## src/rtl/merge_leaf_refill_scheduler_pkg.sv

```systemverilog
// Shared types and helpers for the merge-tree leaf refill scheduler.
package merge_sched_pkg;

    typedef enum logic [1:0] {
        StIdle,
        StRun,
        StDone
    } sched_state_e;

    localparam int unsigned DEFAULT_BURST = 4;
    localparam int unsigned BURST_LEN_W   = $clog2(DEFAULT_BURST) + 1;

    function automatic int unsigned min_len(input int unsigned rem, input int unsigned burst);
        return (rem < burst) ? rem : burst;
    endfunction

endpackage

```

## src/rtl/rr_arbiter_n.sv

```systemverilog
// Combinational round-robin picker: first eligible leaf at or after the rotating pointer.
module rr_arbiter_n #(
    parameter int unsigned NUM_LEAVES = 4,
    parameter int unsigned LEAF_W     = 2
) (
    input  logic [NUM_LEAVES-1:0] i_elig,
    input  logic [LEAF_W-1:0]     i_rr_ptr,
    output logic [NUM_LEAVES-1:0] o_grant,
    output logic [LEAF_W-1:0]     o_idx,
    output logic                  o_any
);

    logic [LEAF_W-1:0] w_cand;

    always_comb begin
        o_grant = '0;
        o_idx   = '0;
        o_any   = 1'b0;
        w_cand  = '0;
        for (int unsigned i = 0; i < NUM_LEAVES; i++) begin
            // NUM_LEAVES is a power of two, so the LEAF_W-bit add wraps naturally.
            w_cand = i_rr_ptr + LEAF_W'(i);
            if (!o_any && i_elig[w_cand]) begin
                o_any           = 1'b1;
                o_idx           = w_cand;
                o_grant[w_cand] = 1'b1;
            end
        end
    end

endmodule

```

## src/rtl/merge_leaf_refill_scheduler.sv

```systemverilog
// Round-robin burst read scheduler feeding the leaf FIFOs of a 4-wide merge tree.
// A leaf is only requested when its FIFO credit guarantees room for the whole burst.
module merge_leaf_refill_scheduler
    import merge_sched_pkg::*;
#(
    parameter int unsigned NUM_LEAVES = 4,
    parameter int unsigned LEAF_W     = 2,
    parameter int unsigned ADDR_W     = 32,
    parameter int unsigned LEN_W      = 24,
    parameter int unsigned BURST      = 4,
    parameter int unsigned FIFO_DEPTH = 16,
    parameter int unsigned CRED_W     = 5
) (
    input  logic                       i_clk,
    input  logic                       i_rst,
    input  logic                       i_cfg_valid,
    input  logic [LEAF_W-1:0]          i_cfg_leaf,
    input  logic [ADDR_W-1:0]          i_cfg_addr,
    input  logic [LEN_W-1:0]           i_cfg_len,
    input  logic                       i_start,
    input  logic [NUM_LEAVES-1:0]      i_leaf_read,
    output logic                       o_req_valid,
    input  logic                       i_req_ready,
    output logic [ADDR_W-1:0]          o_req_addr,
    output logic [$clog2(BURST):0]     o_req_len,
    output logic [LEAF_W-1:0]          o_req_tag,
    output logic                       o_busy,
    output logic                       o_done
);

    localparam int unsigned RLEN_W = $clog2(BURST) + 1;

    sched_state_e r_state, w_state_next;

    logic [ADDR_W-1:0] r_ptr    [NUM_LEAVES];
    logic [LEN_W-1:0]  r_rem    [NUM_LEAVES];
    logic [CRED_W-1:0] r_credit [NUM_LEAVES];
    logic [LEAF_W-1:0] r_rr_ptr;

    logic              r_req_valid;
    logic [ADDR_W-1:0] r_req_addr;
    logic [RLEN_W-1:0] r_req_len;
    logic [LEAF_W-1:0] r_req_tag;

    logic [RLEN_W-1:0]     w_need [NUM_LEAVES];
    logic [NUM_LEAVES-1:0] w_elig;
    logic [NUM_LEAVES-1:0] w_grant_oh;
    logic [LEAF_W-1:0]     w_grant_idx;
    logic                  w_any;
    logic                  w_grant;
    logic                  w_cfg_we;
    logic                  w_all_zero;
    logic                  w_enter_run;

    always_comb begin
        w_all_zero = 1'b1;
        for (int k = 0; k < NUM_LEAVES; k++) begin
            w_need[k] = RLEN_W'(min_len(32'(r_rem[k]), BURST));
            w_elig[k] = (r_rem[k] != '0) && (32'(r_credit[k]) >= 32'(w_need[k]));
            if (r_rem[k] != '0) begin
                w_all_zero = 1'b0;
            end
        end
    end

    rr_arbiter_n #(
        .NUM_LEAVES (NUM_LEAVES),
        .LEAF_W     (LEAF_W)
    ) u_arb (
        .i_elig   (w_elig),
        .i_rr_ptr (r_rr_ptr),
        .o_grant  (w_grant_oh),
        .o_idx    (w_grant_idx),
        .o_any    (w_any)
    );

    // A new grant may land on the same edge that completes the current handshake.
    assign w_grant  = (r_state == StRun) && w_any && (!r_req_valid || i_req_ready);
    assign w_cfg_we = i_cfg_valid && (r_state != StRun);

    always_comb begin
        w_state_next = r_state;
        w_enter_run  = 1'b0;
        unique case (r_state)
            StIdle, StDone: begin
                if (i_start) begin
                    w_state_next = StRun;
                    w_enter_run  = 1'b1;
                end
            end
            StRun: begin
                if (w_all_zero && !r_req_valid) begin
                    w_state_next = StDone;
                end
            end
            default: w_state_next = StIdle;
        endcase
    end

    always_ff @(posedge i_clk) begin
        if (i_rst) begin
            r_state <= StIdle;
        end else begin
            r_state <= w_state_next;
        end
    end

    always_ff @(posedge i_clk) begin
        if (i_rst) begin
            for (int k = 0; k < NUM_LEAVES; k++) begin
                r_ptr[k]    <= '0;
                r_rem[k]    <= '0;
                r_credit[k] <= CRED_W'(FIFO_DEPTH);
            end
            r_rr_ptr <= '0;
        end else begin
            for (int k = 0; k < NUM_LEAVES; k++) begin
                if (w_cfg_we && (i_cfg_leaf == LEAF_W'(k))) begin
                    r_ptr[k] <= i_cfg_addr;
                    r_rem[k] <= i_cfg_len;
                end else if (w_grant && w_grant_oh[k]) begin
                    r_ptr[k] <= r_ptr[k] + ADDR_W'(w_need[k]);
                    r_rem[k] <= r_rem[k] - LEN_W'(w_need[k]);
                end
                if (w_enter_run) begin
                    r_credit[k] <= CRED_W'(FIFO_DEPTH);
                end else if (r_state == StRun) begin
                    r_credit[k] <= r_credit[k] + CRED_W'(i_leaf_read[k])
                                 - ((w_grant && w_grant_oh[k]) ? CRED_W'(w_need[k]) : '0);
                end
            end
            if (w_grant) begin
                r_rr_ptr <= w_grant_idx + LEAF_W'(1);
            end
        end
    end

    always_ff @(posedge i_clk) begin
        if (i_rst) begin
            r_req_valid <= 1'b0;
            r_req_addr  <= '0;
            r_req_len   <= '0;
            r_req_tag   <= '0;
        end else if (w_grant) begin
            r_req_valid <= 1'b1;
            r_req_addr  <= r_ptr[w_grant_idx];
            r_req_len   <= w_need[w_grant_idx];
            r_req_tag   <= w_grant_idx;
        end else if (r_req_valid && i_req_ready) begin
            r_req_valid <= 1'b0;
        end
    end

    // A pop while credit already equals the FIFO depth means a word arrived that was never requested.
    for (genvar g = 0; g < NUM_LEAVES; g++) begin : g_credit_chk
        a_credit_bound : assert property (@(posedge i_clk) disable iff (i_rst)
            (r_state == StRun) |->
                (({1'b0, r_credit[g]} + (CRED_W + 1)'(i_leaf_read[g])) <= (CRED_W + 1)'(FIFO_DEPTH)));
    end

    assign o_req_valid = r_req_valid;
    assign o_req_addr  = r_req_addr;
    assign o_req_len   = r_req_len;
    assign o_req_tag   = r_req_tag;
    assign o_busy      = (r_state == StRun);
    assign o_done      = (r_state == StDone);

endmodule

```

## config.mk

```make
export PLATFORM = sky130hd
export DESIGN_NAME = merge_leaf_refill_scheduler
export DESIGN_NICKNAME = d
export VERILOG_FILES = /design/src/rtl/merge_leaf_refill_scheduler_pkg.sv /design/src/rtl/rr_arbiter_n.sv /design/src/rtl/merge_leaf_refill_scheduler.sv
export SDC_FILE = /design/constraint.sdc
export NUM_CORES = 1
export LEC_CHECK = 0
export ABC_CLOCK_PERIOD_IN_PS = 8000
export CAP_MARGIN = 20
export CORE_MARGIN = 4
export CORE_UTILIZATION = 63
export CTS_BUF_LIST = sky130_fd_sc_hd__clkbuf_4 sky130_fd_sc_hd__clkbuf_8
export DETAILED_ROUTE_END_ITERATION = 16
export HOLD_SLACK_MARGIN = 0.15
export PLACE_DENSITY = 0.84
export SLEW_MARGIN = 20
export SYNTH_ARGS = -nofsm -noshare
export SYNTH_HDL_FRONTEND = slang
export SYNTH_SLANG_ARGS = --single-unit
export TNS_END_PERCENT = 50
```

## constraint.sdc

```tcl
create_clock -name i_clk -period 8 [get_ports i_clk]
set_input_delay 1.6 -clock i_clk [delete_from_list [all_inputs] [get_ports i_clk]]
set_output_delay 1.6 -clock i_clk [all_outputs]
set_load 0.03 [all_outputs]
```

==> impl_metrics.json <==
{
  "outcome": "completed",
  "fin_tns_setup_ns": 0,
  "drt_wl_total_mm": 53.1,
  "clkLatencyLatePin_ns": 0.58,
  "fin_hold_ws_ns": 0.452,
  "synthCells": 1921,
  "synth-seq-cells": 286,
  "final_antenna_net_count": 0,
  "ir_drop_uv": 145,
  "areaGrowthSynthToFinish_pct": 13.0,
  "tightest_slew_ns": 1.14,
  "timing.final.max_slew_violations": 0,
  "yosys_warnings": 0,
  "period_share_pct": 88.0,
  "post_cts_buffers": 0,
  "layout-drive-gt1-share_pct": 10.1,
  "hpwl_mm": 37.5,
  "holdBufCountCts": 0,
  "yosysMostFrequentCell": "nand2_1",
  "wl_per_cell_um": 21.7,
  "yosys-top-cells-area": "edfxtp_1 39%, nand2_1 6.7%, xor2_1 5.6%",
  "htreeDepth": 2,
  "fmax_mhz": 142,
  "die_w_um": 180,
  "grt_pass1_wl_mm": 83.8,
  "regArea_um2": 8170,
  "end_kind": "register",
  "cts_max_path_buffers": 3,
  "ys_types": 83,
  "setup_viol": 0,
  "synth_edf_count": 244,
  "grt.overflow.total": 0,
  "hold_violations": 0,
  "root_buffer": "clkbuf_8",
  "drt_iter0_markers": 1894,
  "finalClockSkew_ns": 0.0249,
  "vias": 15700,
  "grt_pass1_vias": 15500,
  "ioPinCount": 107,
  "io_buffers": 106,
  "ys.flop_type": "edfxtp_1",
  "multi_input_area_um2": 9770,
  "post_synth.cell_area_avg_um2": 9.66,
  "gp_routability_congestion": 0.948,
  "antenna_cells": 0,
  "via_per_inst": 6.41,
  "tritoncts": "done",
  "fp.coreArea_um2": 28900,
  "crit_arrival_ns": 7.33,
  "route.detailed.drc": 0,
  "slew_headroom_pct": 24.0,
  "synth_top_area_share_pct": 39.5,
  "worstSetupPathType": "reg2reg",
  "stdcell_count": 2445,
  "yosysTopAreaCell": "edfxtp_1",
  "worst_ep_required_time_ns": 8.29,
  "crit_fanout": 11,
  "min_period_ns": 7.04,
  "cts-resized-gates": 0,
  "grt_max_degree": 55,
  "grt.total_usage_pct": 31.8,
  "die_h_um": 180,
  "ys_seq_area_share_pct": 44.0,
  "first_pass_iters": 6,
  "dieArea_um2": 32300,
  "clock-sinks": 286,
  "drv_cap": 0,
  "fin_nets": 2168,
  "numCtsBuffers": 50,
  "initial_utilization_pct": 64.3,
  "place_inst": 2353,
  "n_fill_cell": 2133,
  "start_kind": "register",
  "clkSlewWorstSetupHoldPaths_ns": 0.06,
  "async_flop_share_pct": 0,
  "grt_setup_unrepaired": "false",
  "syn-cell-area_um2": 18600,
  "power_density_nw_per_um2": 202,
  "rows": 62,
  "antenna_found_initial": 0,
  "hp-class": "reg2reg",
  "yosys-top-cells-count": "330 x nand2_1, 244 x edfxtp_1, 138 x nor2_1, 138 x o21ai_0, 118 x xor2_1",
  "p_leak_nw": 7.43
}
worst max-delay path, stage by stage (launching register included):
cell and delay, ns:
edfxtp_1 0.44, or4_4 0.58, or4_1 0.54, or3_1 0.57, inv_1 0.23, and2_1 0.26, ha_1 0.15, inv_1 0.04
o32ai_1 0.21, a31oi_1 0.14, buf_4 0.20, a2111o_1 0.35, a211oi_1 0.46, or3_1 0.32, a221oi_1 0.15, nor2_1 0.61
nand2_1 0.13, ha_1 0.34, fa_1 0.47, a21o_1 0.18, a21oi_1 0.18, xnor2_1 0.14, nand2_1 0.07
cell families (layout without fill, tap and decap cells):
family	Yosys count	count (layout)	share of synthesized area, %
AO/OA/AOI/OAI	391	391	14.5
XOR/XNOR	207	207	9.77
adder cells (fa/ha/maj)	80	80	5.72
buffers and inverters	152	289	3.60
flip-flops	286	286	44.0
multiplexers	71	71	3.90
other	1	4	0.0202
AND/OR/NAND/NOR	733	733	18.4
where the power goes:
| group | switching, mW | internal (mW) | total (mW) |
|---|---|---|---|
| Combinational | 0.531 | 0.347 | 0.878 |
| Clock | 0.637 | 0.779 | 1.42 |
| Sequential | 0.154 | 1.80 | 1.95 |
flip-flops by register name, indices dropped and copies added, names as in the netlist, 2 cells and up:
name / count
r_rr_ptr: 2
r_ptr: 128
o_req_len: 3
r_rem: 96
o_req_tag: 2
o_req_addr: 32
r_state: 2
r_credit: 20
per-stage QoR:
stage	utilization (%)	instance area (um2)	worst slack (ns)	total power [mW]
6_report	72.7	21000	0.960	4.24
5_1_grt	72.7	21000	0.552	4.40
4_1_cts	72.7	21000	1.07	4.23
3_5_place_dp	69.1	19900	1.08	2.83
3_3_place_gp	69.1	19900	1.21	2.81
2_1_floorplan	-	18600	1.76	2.53
path summary, 6_finish.rpt:
path                startpoint              to  slack [ns]  depth (start not counted)
setup / recovery  r_rem[1][13]  r_credit[1][4]        0.96                         22
hold / removal    o_req_tag[0]    o_req_tag[0]        0.45                          2
setup reg to reg  r_rem[1][13]  r_credit[1][4]        0.96                         22
hold reg to reg   o_req_tag[0]    o_req_tag[0]        0.45                          2
placed cells by master, fill, tap and decap left out, types with 12 or more instances in the layout:
cell	instances
o21ai_0	138
buf_4	27
inv_1	60
nand4_1	18
xor2_1	118
dfxtp_1	42
clkbuf_4	14
xnor2_1	89
nand3_1	43
nand2_1	330
clkbuf_8	53
nor3_1	35
a21oi_1	38
o21ai_2	50
a21o_1	14
and3_1	34
or3_1	12
nor4_1	30
clkdlybuf4s50_1	106
and2_1	20
a211oi_1	29
ha_1	72
o221ai_1	38
edfxtp_1	244
nor2_1	134
mux2i_1	70
per-layer routing:
| layer | vias to the layer above | share of wire (%) | GRT usage, % | wire [um] |
|---|---|---|---|---|
| li1 | 7151 | - | - | - |
| met1 | 7473 | 40 | 42.9 | 21100 |
| met2 | 902 | 47 | 52.7 | 24900 |
| met3 | 157 | 9.7 | 4.85 | 5160 |
| met4 | 0 | 3.5 | 11.1 | 1870 |
| met5 | - | 0 | 0 | 0 |
layout make-up:
cell class	instances	share of cell area [%]
timing repair buffer	134	6.12
clock buffer	67	3.98
inverter	63	1.13
multi-input combinational	1486	46.6
clock inverter	25	0.937
tap	384	2.29
sequential	286	38.9
Power figures use the tool's default switching activity.
